===== src/rtl/nonce_scheduler.sv =====
// Nonce scheduler: issues a job's nonce range to the SHA-256d hasher, filters returned hashes
// against a leading-zero target and reports hits as a held golden_nonce plus a toggle flag.
// Defining NONCE_SCHED_STATS_EN adds a saturating per-job count of current-epoch results.
module nonce_scheduler #(
  parameter int ZERO_BITS     = 32,
  parameter int MAX_INFLIGHT  = 64,
  parameter int GN_FIFO_DEPTH = 4,
  parameter int GN_HOLD       = 64
) (
  input  logic         hash_clk,
  input  logic         rst_n,
  input  logic         new_work,
  input  logic [255:0] midstate,
  input  logic [95:0]  work_data,
  input  logic [31:0]  nonce_min,
  input  logic [31:0]  nonce_max,
  output logic         req_valid,
  input  logic         req_ready,
  output logic [255:0] req_midstate,
  output logic [127:0] req_data,
  output logic         req_epoch,
  input  logic         res_valid,
  input  logic [31:0]  res_nonce,
  input  logic         res_epoch,
  input  logic [255:0] res_hash,
  output logic [31:0]  golden_nonce,
  output logic         new_golden_nonce,
  output logic         busy,
  output logic         gn_overflow,
  output logic [31:0]  hashes_done
);

  localparam int IF_W  = $clog2(MAX_INFLIGHT) + 1;
  localparam int AW    = (GN_FIFO_DEPTH > 1) ? $clog2(GN_FIFO_DEPTH) : 1;
  localparam int CW    = $clog2(GN_FIFO_DEPTH + 1);
  localparam int TMR_W = $clog2(GN_HOLD + 1);

  typedef enum logic [1:0] {S_IDLE, S_RUN, S_DRAIN, S_DONE} state_e;

  state_e            state_q, state_d;
  logic              epoch_q;
  logic [255:0]      midstate_q;
  logic [95:0]       work_data_q;
  logic [31:0]       nonce_q, nonce_d;
  logic [31:0]       nonce_max_q;
  logic [IF_W-1:0]   inflight_q, inflight_d;
  logic              req_valid_q;
  logic              busy_q;
  logic              handshake;

  assign handshake = req_valid_q & req_ready;

  // Results of any epoch retire an outstanding request, so a new job never clears the count.
  always_comb begin
    // NOTE: every combinational output gets a default first so no path can infer a latch.
    inflight_d = inflight_q;
    case ({handshake, res_valid})
      2'b10:   inflight_d = inflight_q + 1'b1;
      2'b01:   inflight_d = inflight_q - 1'b1;
      default: inflight_d = inflight_q;
    endcase
  end

  always_comb begin
    state_d = state_q;
    nonce_d = nonce_q;
    if (new_work) begin
      state_d = (nonce_min > nonce_max) ? S_DONE : S_RUN;
      nonce_d = nonce_min;
    end else begin
      case (state_q)
        S_RUN: begin
          if (handshake) begin
            // Compare before incrementing so nonce_max = FFFFFFFF never wraps to 0.
            if (nonce_q == nonce_max_q) state_d = S_DRAIN;
            else                        nonce_d = nonce_q + 32'd1;
          end
        end
        S_DRAIN: if (inflight_d == '0) state_d = S_DONE;
        default: state_d = state_q;
      endcase
    end
  end

  always_ff @(posedge hash_clk or negedge rst_n) begin
    if (!rst_n) begin
      state_q     <= S_IDLE;
      epoch_q     <= 1'b0;
      midstate_q  <= '0;
      work_data_q <= '0;
      nonce_q     <= '0;
      nonce_max_q <= '0;
      inflight_q  <= '0;
      req_valid_q <= 1'b0;
      busy_q      <= 1'b0;
    end else begin
      // NOTE: sequential state uses non-blocking assignments so every register samples pre-edge values.
      state_q     <= state_d;
      nonce_q     <= nonce_d;
      inflight_q  <= inflight_d;
      req_valid_q <= (state_d == S_RUN) && (inflight_d < IF_W'(MAX_INFLIGHT));
      busy_q      <= (state_d == S_RUN) || (state_d == S_DRAIN);
      if (new_work) begin
        epoch_q     <= ~epoch_q;
        midstate_q  <= midstate;
        work_data_q <= work_data;
        nonce_max_q <= nonce_max;
      end
    end
  end

  assign req_valid    = req_valid_q;
  assign req_midstate = midstate_q;
  assign req_data     = {work_data_q, nonce_q};
  assign req_epoch    = epoch_q;
  assign busy         = busy_q;

  logic            hit_now;
  logic            hit_valid_q;
  logic [31:0]     hit_nonce_q;
  logic [31:0]     fifo_mem [GN_FIFO_DEPTH];
  logic [AW-1:0]   rd_ptr_q, wr_ptr_q;
  logic [CW-1:0]   count_q;
  logic            overflow_q;
  logic [31:0]     gn_q;
  logic            new_gn_q;
  logic [TMR_W-1:0] timer_q;
  logic            fifo_full, pop, do_write, drop;
  logic            unused_hash_bits;

  assign unused_hash_bits = ^res_hash[255-ZERO_BITS:0];
  assign hit_now   = res_valid && (res_epoch == epoch_q) && (res_hash[255 -: ZERO_BITS] == '0);
  assign fifo_full = (count_q == CW'(GN_FIFO_DEPTH));
  assign pop       = (timer_q == '0) && (count_q != '0) && !new_work;
  assign do_write  = hit_valid_q && (!fifo_full || pop) && !new_work;
  assign drop      = hit_valid_q && fifo_full && !pop && !new_work;

  function automatic logic [AW-1:0] ptr_inc(input logic [AW-1:0] p);
    return (p == AW'(GN_FIFO_DEPTH - 1)) ? '0 : p + 1'b1;
  endfunction

  // NOTE: queue storage carries no reset; count_q alone decides which entries are meaningful.
  always_ff @(posedge hash_clk) begin
    if (do_write) fifo_mem[wr_ptr_q] <= hit_nonce_q;
  end

  always_ff @(posedge hash_clk or negedge rst_n) begin
    if (!rst_n) begin
      hit_valid_q <= 1'b0;
      hit_nonce_q <= '0;
      rd_ptr_q    <= '0;
      wr_ptr_q    <= '0;
      count_q     <= '0;
      overflow_q  <= 1'b0;
      gn_q        <= '0;
      new_gn_q    <= 1'b0;
      timer_q     <= '0;
    end else begin
      hit_valid_q <= hit_now && !new_work;
      hit_nonce_q <= res_nonce;
      if (new_work) begin
        rd_ptr_q   <= '0;
        wr_ptr_q   <= '0;
        count_q    <= '0;
        overflow_q <= 1'b0;
      end else begin
        if (do_write) wr_ptr_q <= ptr_inc(wr_ptr_q);
        if (pop)      rd_ptr_q <= ptr_inc(rd_ptr_q);
        case ({do_write, pop})
          2'b10:   count_q <= count_q + 1'b1;
          2'b01:   count_q <= count_q - 1'b1;
          default: count_q <= count_q;
        endcase
        if (drop) overflow_q <= 1'b1;
      end
      // The reporting side ignores new_work so a pending report always completes its hold.
      if (pop) begin
        gn_q     <= fifo_mem[rd_ptr_q];
        new_gn_q <= ~new_gn_q;
        timer_q  <= TMR_W'(GN_HOLD - 1);
      end else if (timer_q != '0) begin
        timer_q <= timer_q - 1'b1;
      end
    end
  end

  assign golden_nonce     = gn_q;
  assign new_golden_nonce = new_gn_q;
  assign gn_overflow      = overflow_q;

`ifdef NONCE_SCHED_STATS_EN
  logic [31:0] hashes_q;

  always_ff @(posedge hash_clk or negedge rst_n) begin
    if (!rst_n)                                            hashes_q <= '0;
    else if (new_work)                                     hashes_q <= '0;
    else if (res_valid && (res_epoch == epoch_q) && (hashes_q != '1)) hashes_q <= hashes_q + 32'd1;
  end

  assign hashes_done = hashes_q;
`else
  assign hashes_done = 32'd0;
`endif

endmodule


===== config.mk =====
export PLATFORM = sky130hd
export DESIGN_NAME = nonce_scheduler
export DESIGN_NICKNAME = d
export VERILOG_FILES = /design/src/rtl/nonce_scheduler.sv
export SDC_FILE = /design/constraint.sdc
export NUM_CORES = 1
export LEC_CHECK = 0
export ABC_AREA = 1
export CORE_AREA = 2 2 453 455
export CTS_CLUSTER_SIZE = 30
export DETAILED_ROUTE_END_ITERATION = 8
export DIE_AREA = 0 0 455 457
export PLACE_DENSITY_LB_ADDON = 0.12
export SKIP_LAST_GASP = 1
export SYNTH_ARGS = -nofsm -noshare
export SYNTH_HDL_FRONTEND = slang
export SYNTH_SLANG_ARGS = --single-unit

===== constraint.sdc =====
create_clock -name hash_clk -period 4.7 [get_ports hash_clk]
set_input_delay 1.41 -clock hash_clk [delete_from_list [all_inputs] [get_ports hash_clk]]
set_output_delay 1.41 -clock hash_clk [all_outputs]
set_load 0.05 [all_outputs]

==> impl_metrics.ini <==
[pwr]
power.share.sequential = 0.358
p_sw_mw = 6.51
power.share.combinational = 0.257
cellLeakagePower_nw = 18.5
internal_power_mw = 12.0
power.share.switching = 0.352
finalPower_mw = 18.5
power_density_nw_per_um2 = 441
power.clock.fraction = 0.384
vdd_ir_max_uv = 239

[global_routing]
grt_start_max_net_pins = 152
grt_overflow_total = 0
grt_pass1_vias = 23700
global_route.usage.total = 0.135
initial_antenna_violation_count = 59
global_route_wire_length_before_repair_um = 196000

[layout]
fin_nets = 4567
design_area_um2 = 42000
syn2layout_area_growth_pct = 58.5
drive_above_1_share = 0.0610
non_filler_instance_count_after_layout = 6581

[yosys]
synthMostInstantiatedCell = nand2_1
synth-main-ff-cell = dfrtp_1
ys_ff_latch = 637
netlist_top_cells_count = nand2_1, dfrtp_1, inv_1, edfxtp_1, nor2_1
yosys.cell_types.count = 42
synthesis.instances = 2890
postSynthAreaPerCell_um2 = 9.16
synth.top_cell.area_share = 0.481
synth-edff-count = 128
top_area_cells_in_the_synthesized_netlist = dfrtp_1, nand2_1, edfxtp_1
seq_area_frac_synth = 0.626
async_reset_ff_frac = 0.799
yosys_warnings = 0
cell_area_after_synthesis_um2 = 26500
synth.largest_area_cell = dfrtp_1

[clocking]
htree_num_levels = 3
tritoncts_clock_tree = built
post_cts_resize_count = 0
cts-buffers-inserted = 89
cts.clk_slew.worst_paths_ns = 0.05
cts_post_setup_buffers_inserted = 0
clock_sink_count = 637
cts_hold_repair.buffers = 0
cts_buffer_depth = 3
clock_latency_on_the_worst_skew_pair_ns = 0.71
ctsRootBufferMaster = clkbuf_16

[worst_setup_path]
critical_path.reg2reg.endpoint = count_q[2]$_DFFE_PN0P_
timing.critical_path.buf_inv = 1
timing.critical_path.arrival_ns = 2.33
crit_path_capture_type = output pin
cp_max_fo = 5
r2r_setup_slack_ns = 1.77
critPathLaunchType = flip-flop
crit_family = buffers and inverters
worstSetupPathType = reg -> out
r2r_cells = 17
worst_path_largest_cell_delay_ns = 1.04
critPathRequiredTime_ns = 3.29
critical_path.slowest_cell = clkdlybuf4s50_1
path_depth = 1
crit_chain = clkdlybuf4s50_1
critical_path.reg2reg.startpoint = timer_q[0]$_DFFE_PN0P_

[floorplan]
floorplan.die.width_um = 455
floorplan.io_pins = 1163
placeableCoreArea_um2 = 203000
initial_core_util = 0.130
core.rowCount = 166
die_area_um2 = 208000
die_height_um = 457

[timing]
grt_setup_unrepaired = no
clock_skew_ns = 0.0513
final.min_clock_period_ns = 3.74
setup_viol = 0
timing.final.ws_setup_ns = 0.956
slew_viol_final = 0
hold_viol_final = 0
fmax_ghz = 0.267
setup-tns-final_ns = 0
max-slew-margin-rel = 0.334
post-route-period-util = 0.797
worst-slew-pin-transition_ns = 0.995

[placement]
dpl_worst_slack_ns = 0.339
post-place-cells = 6409
routabilityCongestion = 0.811
placement.io_buffers = 906
hpwl_um = 108000
place_area_um2 = 38900

[route]
drt-initial-drc-count = 1251
vias = 22900
number_of_remaining_drc_errors = 0
route.detailed.wl_per_inst_um = 21.7
route.detailed.vias_per_inst = 3.49
routed_wirelength_um = 143000
route.antenna.remaining_nets = 0
first_pass_iters = 4

[min_path]
worstHoldStart = req_midstate[228]$_DFFE_PN0P_
hold-path-endpoint = req_midstate[228]$_DFFE_PN0P_
timing.hold.worst_path_depth = 2
worst_hold_path_type = reg -> reg

[status]
run_status = completed

[run]
number_of_maximum_capacitance_constraint_violations = 0
worst max-delay path by stage:
stage	start	endpoint	slack, ns
final	nonce_q[28]$_DFFE_PN0P_	req_data[28]	0.96
after global routing	req_ready	req_valid$_DFF_PN0_	0.77
after CTS	nonce_q[28]$_DFFE_PN0P_	req_data[28]	0.78
after detailed placement	nonce_max[31]	busy$_DFF_PN0_	0.34
after global placement	nonce_max[31]	busy$_DFF_PN0_	0.33
after floorplan	new_work	fifo_mem[0][0]$_DFFE_PP_	0.84
metrics by stage:
stage / hold WS [ns] / utilization
floorplan: 0.437 / -
global placement: 0.453 / 0.191
detailed placement: 0.457 / 0.191
CTS: 0.471 / 0.206
global route: 0.486 / 0.206
finish: 0.467 / 0.206
placed cells by master (no fill, tap or decap), types with 32 or more instances in the layout:
cell and count:
clkbuf_16 90, o22ai_1 40, edfxtp_1 128, nor2_1 123
nand3_1 48, inv_1 139, conb_1 32, dfrtp_1 507
clkdlybuf4s50_1 904, o21ai_0 124, nand2_1 1388, ha_1 44
buf_4 42
layer usage:
layer  share of wire  global-route usage  vias up
met4           0.020              0.0289       22
met3           0.082              0.0516      214
met1            0.40               0.155    11100
met2            0.50               0.235      710
li1                -                   -    10900
met5          0.0010                   0        -
area by class of cell:
class	count	area, µm²
clock inverter	36	457
fill	22400	161000
timing repair buffer	959	9610
multi-input combinational	1978	8760
tap	2688	3360
clock buffer	128	2610
inverter	147	559
antenna	8	20.0
sequential	637	16600
power by group through the flow:
stage | logic (mW) | clock network [mW] | registers (mW)
floorplan | 1.23 | 0 | 8.11
global placement | 4.88 | 0 | 6.72
detailed placement | 4.85 | 0 | 6.72
CTS | 4.87 | 7.45 | 6.63
global route | 5.14 | 7.65 | 6.70
finish | 4.76 | 7.10 | 6.62
registers in the layout, summed over array words and instances (netlist names):
name / flops
req_midstate: 256
fifo_mem: 128
work_data_q: 96
golden_nonce: 32
hit_nonce_q: 32
nonce_max_q: 32
nonce_q: 32
inflight_q: 7
timer_q: 7
count_q: 3
rd_ptr_q: 2
state_q: 2
wr_ptr_q: 2
busy: 1
gn_overflow: 1
hit_valid_q: 1
new_golden_nonce: 1
req_epoch: 1
req_valid: 1
kinds of logic after synthesis:
group | synth area share
AO/OA/AOI/OAI | 0.0461
XOR/XNOR | 0.0139
adder cells (fa/ha/maj) | 0.0215
buffers and inverters | 0.0485
flip-flops | 0.626
other | 0.000142
AND/OR/NAND/NOR | 0.244
Note: power is estimated with default switching activity, not from simulation.
